[src/rtl/w6link_host.sv]
// Host-side initiator for the w6 debug link: byte-wide valid/ready on the user side,
// bit-serial MSB-first transfers on the link, with CTS handshaking and timeout abort.
module w6link_host #(
  parameter int HALF_PERIOD = 4,
  parameter int TIMEOUT     = 1024
) (
  input  logic       clk,
  input  logic       rst,
  input  logic [7:0] tx_data,
  input  logic       tx_valid,
  output logic       tx_ready,
  input  logic       rx_req,
  output logic [7:0] rx_data,
  output logic       rx_valid,
  output logic       busy,
  output logic       timeout_err,
  output logic       link_clk,
  output logic       link_dir,
  output logic       link_rts,
  input  logic       link_cts,
  output logic       link_mosi,
  input  logic       link_miso
);

  localparam int PH_W = (HALF_PERIOD > 1) ? $clog2(HALF_PERIOD) : 1;
  localparam int TO_W = (TIMEOUT > 1) ? $clog2(TIMEOUT) : 1;
  localparam logic [PH_W-1:0] PH_LAST = PH_W'(HALF_PERIOD - 1);
  localparam logic [TO_W-1:0] TO_LAST = TO_W'(TIMEOUT - 1);

  typedef enum logic [2:0] {IDLE, WAIT_CTS, SHIFT_LO, SHIFT_HI, RELEASE} state_t;

  state_t            state_q, state_d;
  logic [PH_W-1:0]   phase_q, phase_d;
  logic [2:0]        bit_idx_q, bit_idx_d;
  logic [7:0]        shift_q, shift_d;
  logic              is_wr_q, is_wr_d;
  logic [TO_W-1:0]   tmo_q, tmo_d;
  logic              link_clk_q, link_clk_d;
  logic              link_dir_q, link_dir_d;
  logic              link_rts_q, link_rts_d;
  logic              link_mosi_q, link_mosi_d;
  logic [7:0]        rx_data_q, rx_data_d;
  logic              rx_valid_q, rx_valid_d;
  logic              timeout_err_q, timeout_err_d;
  logic              cts_meta_q, cts_sync_q;
  logic              miso_meta_q, miso_sync_q;
  logic              abort;

  always_comb begin
    state_d       = state_q;
    phase_d       = phase_q;
    bit_idx_d     = bit_idx_q;
    shift_d       = shift_q;
    is_wr_d       = is_wr_q;
    tmo_d         = tmo_q;
    link_clk_d    = link_clk_q;
    link_dir_d    = link_dir_q;
    link_rts_d    = link_rts_q;
    link_mosi_d   = link_mosi_q;
    rx_data_d     = rx_data_q;
    rx_valid_d    = 1'b0;
    timeout_err_d = 1'b0;
    abort         = 1'b0;

    unique case (state_q)
      IDLE: begin
        // Writes take priority; a pending rx_req is picked up on the next visit to IDLE.
        if (tx_valid) begin
          state_d    = WAIT_CTS;
          is_wr_d    = 1'b1;
          shift_d    = tx_data;
          link_dir_d = 1'b1;
          link_rts_d = 1'b1;
          tmo_d      = '0;
        end else if (rx_req) begin
          state_d    = WAIT_CTS;
          is_wr_d    = 1'b0;
          link_dir_d = 1'b0;
          link_rts_d = 1'b1;
          tmo_d      = '0;
        end
      end
      WAIT_CTS: begin
        if (cts_sync_q) begin
          state_d     = SHIFT_LO;
          bit_idx_d   = 3'd7;
          phase_d     = '0;
          link_mosi_d = is_wr_q & shift_q[7];
        end else if (tmo_q == TO_LAST) begin
          abort = 1'b1;
        end else begin
          tmo_d = tmo_q + 1'b1;
        end
      end
      SHIFT_LO: begin
        if (phase_q == PH_LAST) begin
          phase_d    = '0;
          state_d    = SHIFT_HI;
          link_clk_d = 1'b1;
        end else begin
          phase_d = phase_q + 1'b1;
        end
      end
      SHIFT_HI: begin
        if (phase_q == PH_LAST) begin
          // The shift register serves both directions: MSB goes out, miso comes in at the LSB.
          phase_d    = '0;
          link_clk_d = 1'b0;
          shift_d    = {shift_q[6:0], miso_sync_q};
          if (bit_idx_q == 3'd0) begin
            state_d     = RELEASE;
            link_rts_d  = 1'b0;
            link_mosi_d = 1'b0;
            tmo_d       = '0;
          end else begin
            state_d     = SHIFT_LO;
            bit_idx_d   = bit_idx_q - 1'b1;
            link_mosi_d = is_wr_q & shift_q[6];
          end
        end else begin
          phase_d = phase_q + 1'b1;
        end
      end
      RELEASE: begin
        if (!cts_sync_q) begin
          state_d    = IDLE;
          link_dir_d = 1'b0;
          if (!is_wr_q) begin
            rx_data_d  = shift_q;
            rx_valid_d = 1'b1;
          end
        end else if (tmo_q == TO_LAST) begin
          abort = 1'b1;
        end else begin
          tmo_d = tmo_q + 1'b1;
        end
      end
      default: state_d = IDLE;
    endcase

    if (abort) begin
      state_d       = IDLE;
      link_rts_d    = 1'b0;
      link_dir_d    = 1'b0;
      link_clk_d    = 1'b0;
      link_mosi_d   = 1'b0;
      timeout_err_d = 1'b1;
    end
  end

  always_ff @(posedge clk) begin
    if (!rst) begin
      state_q       <= IDLE;
      phase_q       <= '0;
      bit_idx_q     <= '0;
      shift_q       <= '0;
      is_wr_q       <= 1'b0;
      tmo_q         <= '0;
      link_clk_q    <= 1'b0;
      link_dir_q    <= 1'b0;
      link_rts_q    <= 1'b0;
      link_mosi_q   <= 1'b0;
      rx_data_q     <= 8'h00;
      rx_valid_q    <= 1'b0;
      timeout_err_q <= 1'b0;
      cts_meta_q    <= 1'b0;
      cts_sync_q    <= 1'b0;
      miso_meta_q   <= 1'b0;
      miso_sync_q   <= 1'b0;
    end else begin
      state_q       <= state_d;
      phase_q       <= phase_d;
      bit_idx_q     <= bit_idx_d;
      shift_q       <= shift_d;
      is_wr_q       <= is_wr_d;
      tmo_q         <= tmo_d;
      link_clk_q    <= link_clk_d;
      link_dir_q    <= link_dir_d;
      link_rts_q    <= link_rts_d;
      link_mosi_q   <= link_mosi_d;
      rx_data_q     <= rx_data_d;
      rx_valid_q    <= rx_valid_d;
      timeout_err_q <= timeout_err_d;
      cts_meta_q    <= link_cts;
      cts_sync_q    <= cts_meta_q;
      miso_meta_q   <= link_miso;
      miso_sync_q   <= miso_meta_q;
    end
  end

  assign tx_ready    = (state_q == IDLE) & rst;
  assign busy        = (state_q != IDLE);
  assign rx_data     = rx_data_q;
  assign rx_valid    = rx_valid_q;
  assign timeout_err = timeout_err_q;
  assign link_clk    = link_clk_q;
  assign link_dir    = link_dir_q;
  assign link_rts    = link_rts_q;
  assign link_mosi   = link_mosi_q;

endmodule

[config.mk]
export PLATFORM = sky130hd
export DESIGN_NAME = w6link_host
export DESIGN_NICKNAME = d
export VERILOG_FILES = /design/src/rtl/w6link_host.sv
export SDC_FILE = /design/constraint.sdc
export NUM_CORES = 1
export LEC_CHECK = 0
export CAP_MARGIN = 30
export CORE_MARGIN = 2
export CORE_UTILIZATION = 45
export CTS_BUF_LIST = sky130_fd_sc_hd__clkbuf_8
export DETAILED_ROUTE_END_ITERATION = 16
export GPL_ROUTABILITY_DRIVEN = 0
export PLACE_DENSITY = 0.72
export REMOVE_ABC_BUFFERS = 1
export SKIP_LAST_GASP = 1
export SLEW_MARGIN = 20
export SYNTH_ARGS = -nofsm -noshare
export SYNTH_HDL_FRONTEND = slang
export SYNTH_SLANG_ARGS = --single-unit
[constraint.sdc]
create_clock -name clk -period 2.05 [get_ports clk]
set_input_delay 0.41 -clock clk [delete_from_list [all_inputs] [get_ports clk]]
set_output_delay 0.41 -clock clk [all_outputs]
set_load 0.02 [all_outputs]
==> results.sh <==
export IMPL_synth_edf_count=0
export IMPL_synth_seq_cells=45
export IMPL_leakage_nw=1.08
export IMPL_criticalPathCategory="reg -> reg"
export IMPL_synth_seq_area_share=0.404
export IMPL_clock_latency_ns=0.30
export IMPL_hold_violations=0
export IMPL_report_final_setup_viol=0
export IMPL_relSlewSlack=0.575
export IMPL_synth_top_cell_area_share=0.404
export IMPL_clkPwrFrac=0.402
export IMPL_pin_count=30
export IMPL_dieWidth_um=74.4
export IMPL_status="finished, final reports clean"
export IMPL_syn_to_final_growth_pct=28.1
export IMPL_slowest_stage="o41ai_4"
export IMPL_synthFlopType="dfxtp_1"
export IMPL_pwr_share_comb=0.129
export IMPL_cts_resized=2
export IMPL_cts_buffer_depth=2
export IMPL_maxSlewViolCount=0
export IMPL_p_switching_mw=0.464
export IMPL_cts_tree="done"
export IMPL_synth_area_per_cell_um2=8.68
export IMPL_dieArea_um2=5530
export IMPL_critPathMaxFanout=7
export IMPL_p_int_mw=1.52
export IMPL_irDropWorstVdd_mv=0.371
export IMPL_die_h_um=74.4
export IMPL_portBuffers=29
export IMPL_drc=0
export IMPL_rsz0062_at_grt="false"
export IMPL_path_clk_slew_ns=0.08
export IMPL_ant_nets=0
export IMPL_finalClockSkew_ns=0.00871
export IMPL_grt_overflow=0
export IMPL_grt_usage=0.194
export IMPL_synthArstFlopShare=0
export IMPL_antenna_found_initial=0
export IMPL_cp_end_kind="flip-flop"
export IMPL_p_seq_frac=0.469
export IMPL_netlist_instances=257
export IMPL_vias=1998
export IMPL_power_density_nw_per_um2=693
export IMPL_grt_max_degree=24
export IMPL_postCtsHoldBufs=0
export IMPL_path_buf_inv=0
export IMPL_setup_tns_ns=0
export IMPL_fp_row_count=25
export IMPL_drtIter0Drc=114
export IMPL_cts_max_level=2
export IMPL_fin_crit_sh=0.934
export IMPL_p_sw_frac=0.235
export IMPL_clock_sinks=45
export IMPL_drive_above_1_share=0.144
export IMPL_routedWlPerCell_um=13.5
export IMPL_syn_cell_area_um2=2230
export IMPL_max_cap_violations=0
export IMPL_cp_required_ns=2.21
export IMPL_critPathTopFamily="compound AO/OA/AOI/OAI gates"
export IMPL_fin_nets=315
export IMPL_max_freq_mhz=522
export IMPL_synth_cell_types=48
export IMPL_numCtsBuffers=5
export IMPL_coreArea_um2=4750
export IMPL_totalWireLength_um=4930
export IMPL_yosysTopAreaCell="dfxtp_1"
export IMPL_cp_start_kind="flip-flop"
export IMPL_slowest_delay_ns=0.65
export IMPL_final_cell_mix="dfxtp_1, nand2_1, nor2_1"
export IMPL_final_core_utilization=0.601
export IMPL_crit_chain="mux2_2, a2bb2oi_2, o41ai_4, nor3b_1"
export IMPL_arrival_ns=2.07
export IMPL_diodes=0
export IMPL_firstDrtPassIters=4
export IMPL_layout_commonest_cell="dfxtp_1"
export IMPL_vias_per_cell=5.47
export IMPL_instances_no_fill=365
export IMPL_hpwl_um=3480
export IMPL_grt_pass1_vias=1816
export IMPL_start_util=0.469
export IMPL_synthTopCellsByArea="dfxtp_1, nand2_1, nor2_1"
export IMPL_post_cts_buffers=0
export IMPL_ys_warnings_count=0
export IMPL_dp_cells=357
export IMPL_post_route_min_period_ns=1.91
export IMPL_min_path_type="reg -> reg"
export IMPL_worst_pin_slew_ns=0.635
export IMPL_cts_root_buf="clkbuf_8"
export IMPL_grt_pass1_wl_um=8400
registers in the layout, summed over array words and instances (netlist names):
register     cells
shift_q          8
link_rts         1
state_q          3
is_wr_q          1
miso_meta_q      1
phase_q          2
link_clk         1
cts_meta_q       1
tmo_q           10
link_mosi        1
rx_valid         1
link_dir         1
rx_data          8
timeout_err      1
bit_idx_q        3
cts_sync_q       1
miso_sync_q      1
logic make-up after synthesis:
group / synth area share
buffers and inverters: 0.0488
muxes: 0.0505
xor gates and xnor gates: 0.00393
DFF: 0.404
adders and majority gates: 0.0224
and+or+nand+nor: 0.265
AOI/OAI and AO/OA: 0.205
cell usage after synthesis, drive strengths merged (2+ instances only):
master,instances
dfxtp,45
nand2,36
nor2,29
nand3,12
a21oi,11
a311oi,9
mux2i,9
buf,8
clkbuf,8
inv,8
and2,7
nor3,7
a211oi,6
o221a,6
a31oi,4
ha,4
nor2b,4
and3,3
nand2b,3
o32ai,3
a21o,2
a41oi,2
and4,2
mux2,2
nand3b,2
nand4,2
nand4b,2
nor3b,2
nor4,2
o21ai,2
or3,2
path summary, 6_finish.rpt:
path	from	to	slack [ns]	cells past startpoint
max reg2reg	cts_sync_q	state_q[1]	0.14	4
min reg2reg	cts_meta_q	cts_sync_q	0.44	1
max	cts_sync_q	state_q[1]	0.14	4
min	cts_meta_q	cts_sync_q	0.44	1
layer usage:
metal / part of all wire / up-vias / GRT usage
met5: 0 / - / 0
met1: 0.46 / 932 / 0.265
met2: 0.47 / 52 / 0.310
li1: - / 1010 / -
met4: 0.0073 / 0 / 0.0595
met3: 0.055 / 4 / 0.0393
final cells by class:
| class | instances | area (um^2) |
|---|---|---|
| fillers | 439 | 1900 |
| multi-input cells | 188 | 1220 |
| flip-flops and latches | 45 | 901 |
| repair buffers | 49 | 479 |
| well taps | 67 | 83.8 |
| clock buffers | 5 | 68.8 |
| clock inverters | 3 | 68.8 |
| inverters | 8 | 30.0 |
through the flow:
stage | hold WS, ns | setup slack [ns] | total power [mW] | cell area [um^2]
4_1_cts | 0.442 | 0.0644 | 2.00 | 2850
2_1_floorplan | 0.412 | 0.0771 | 1.09 | 2150
3_5_place_dp | 0.421 | -0.0647 | 1.20 | 2710
6_report | 0.436 | 0.135 | 1.98 | 2860
3_3_place_gp | 0.419 | -0.0427 | 1.20 | 2710
5_1_grt | 0.454 | 0.0122 | 2.06 | 2860
power by group through the flow:
stage | Combinational, mW | Clock, mW | Sequential [mW]
floorplan | 0.132 | 0 | 0.954
global placement | 0.252 | 0 | 0.948
detailed placement | 0.254 | 0 | 0.949
CTS | 0.257 | 0.817 | 0.929
global route | 0.281 | 0.841 | 0.934
finish | 0.255 | 0.797 | 0.929
(Power assumes the default switching activity.)
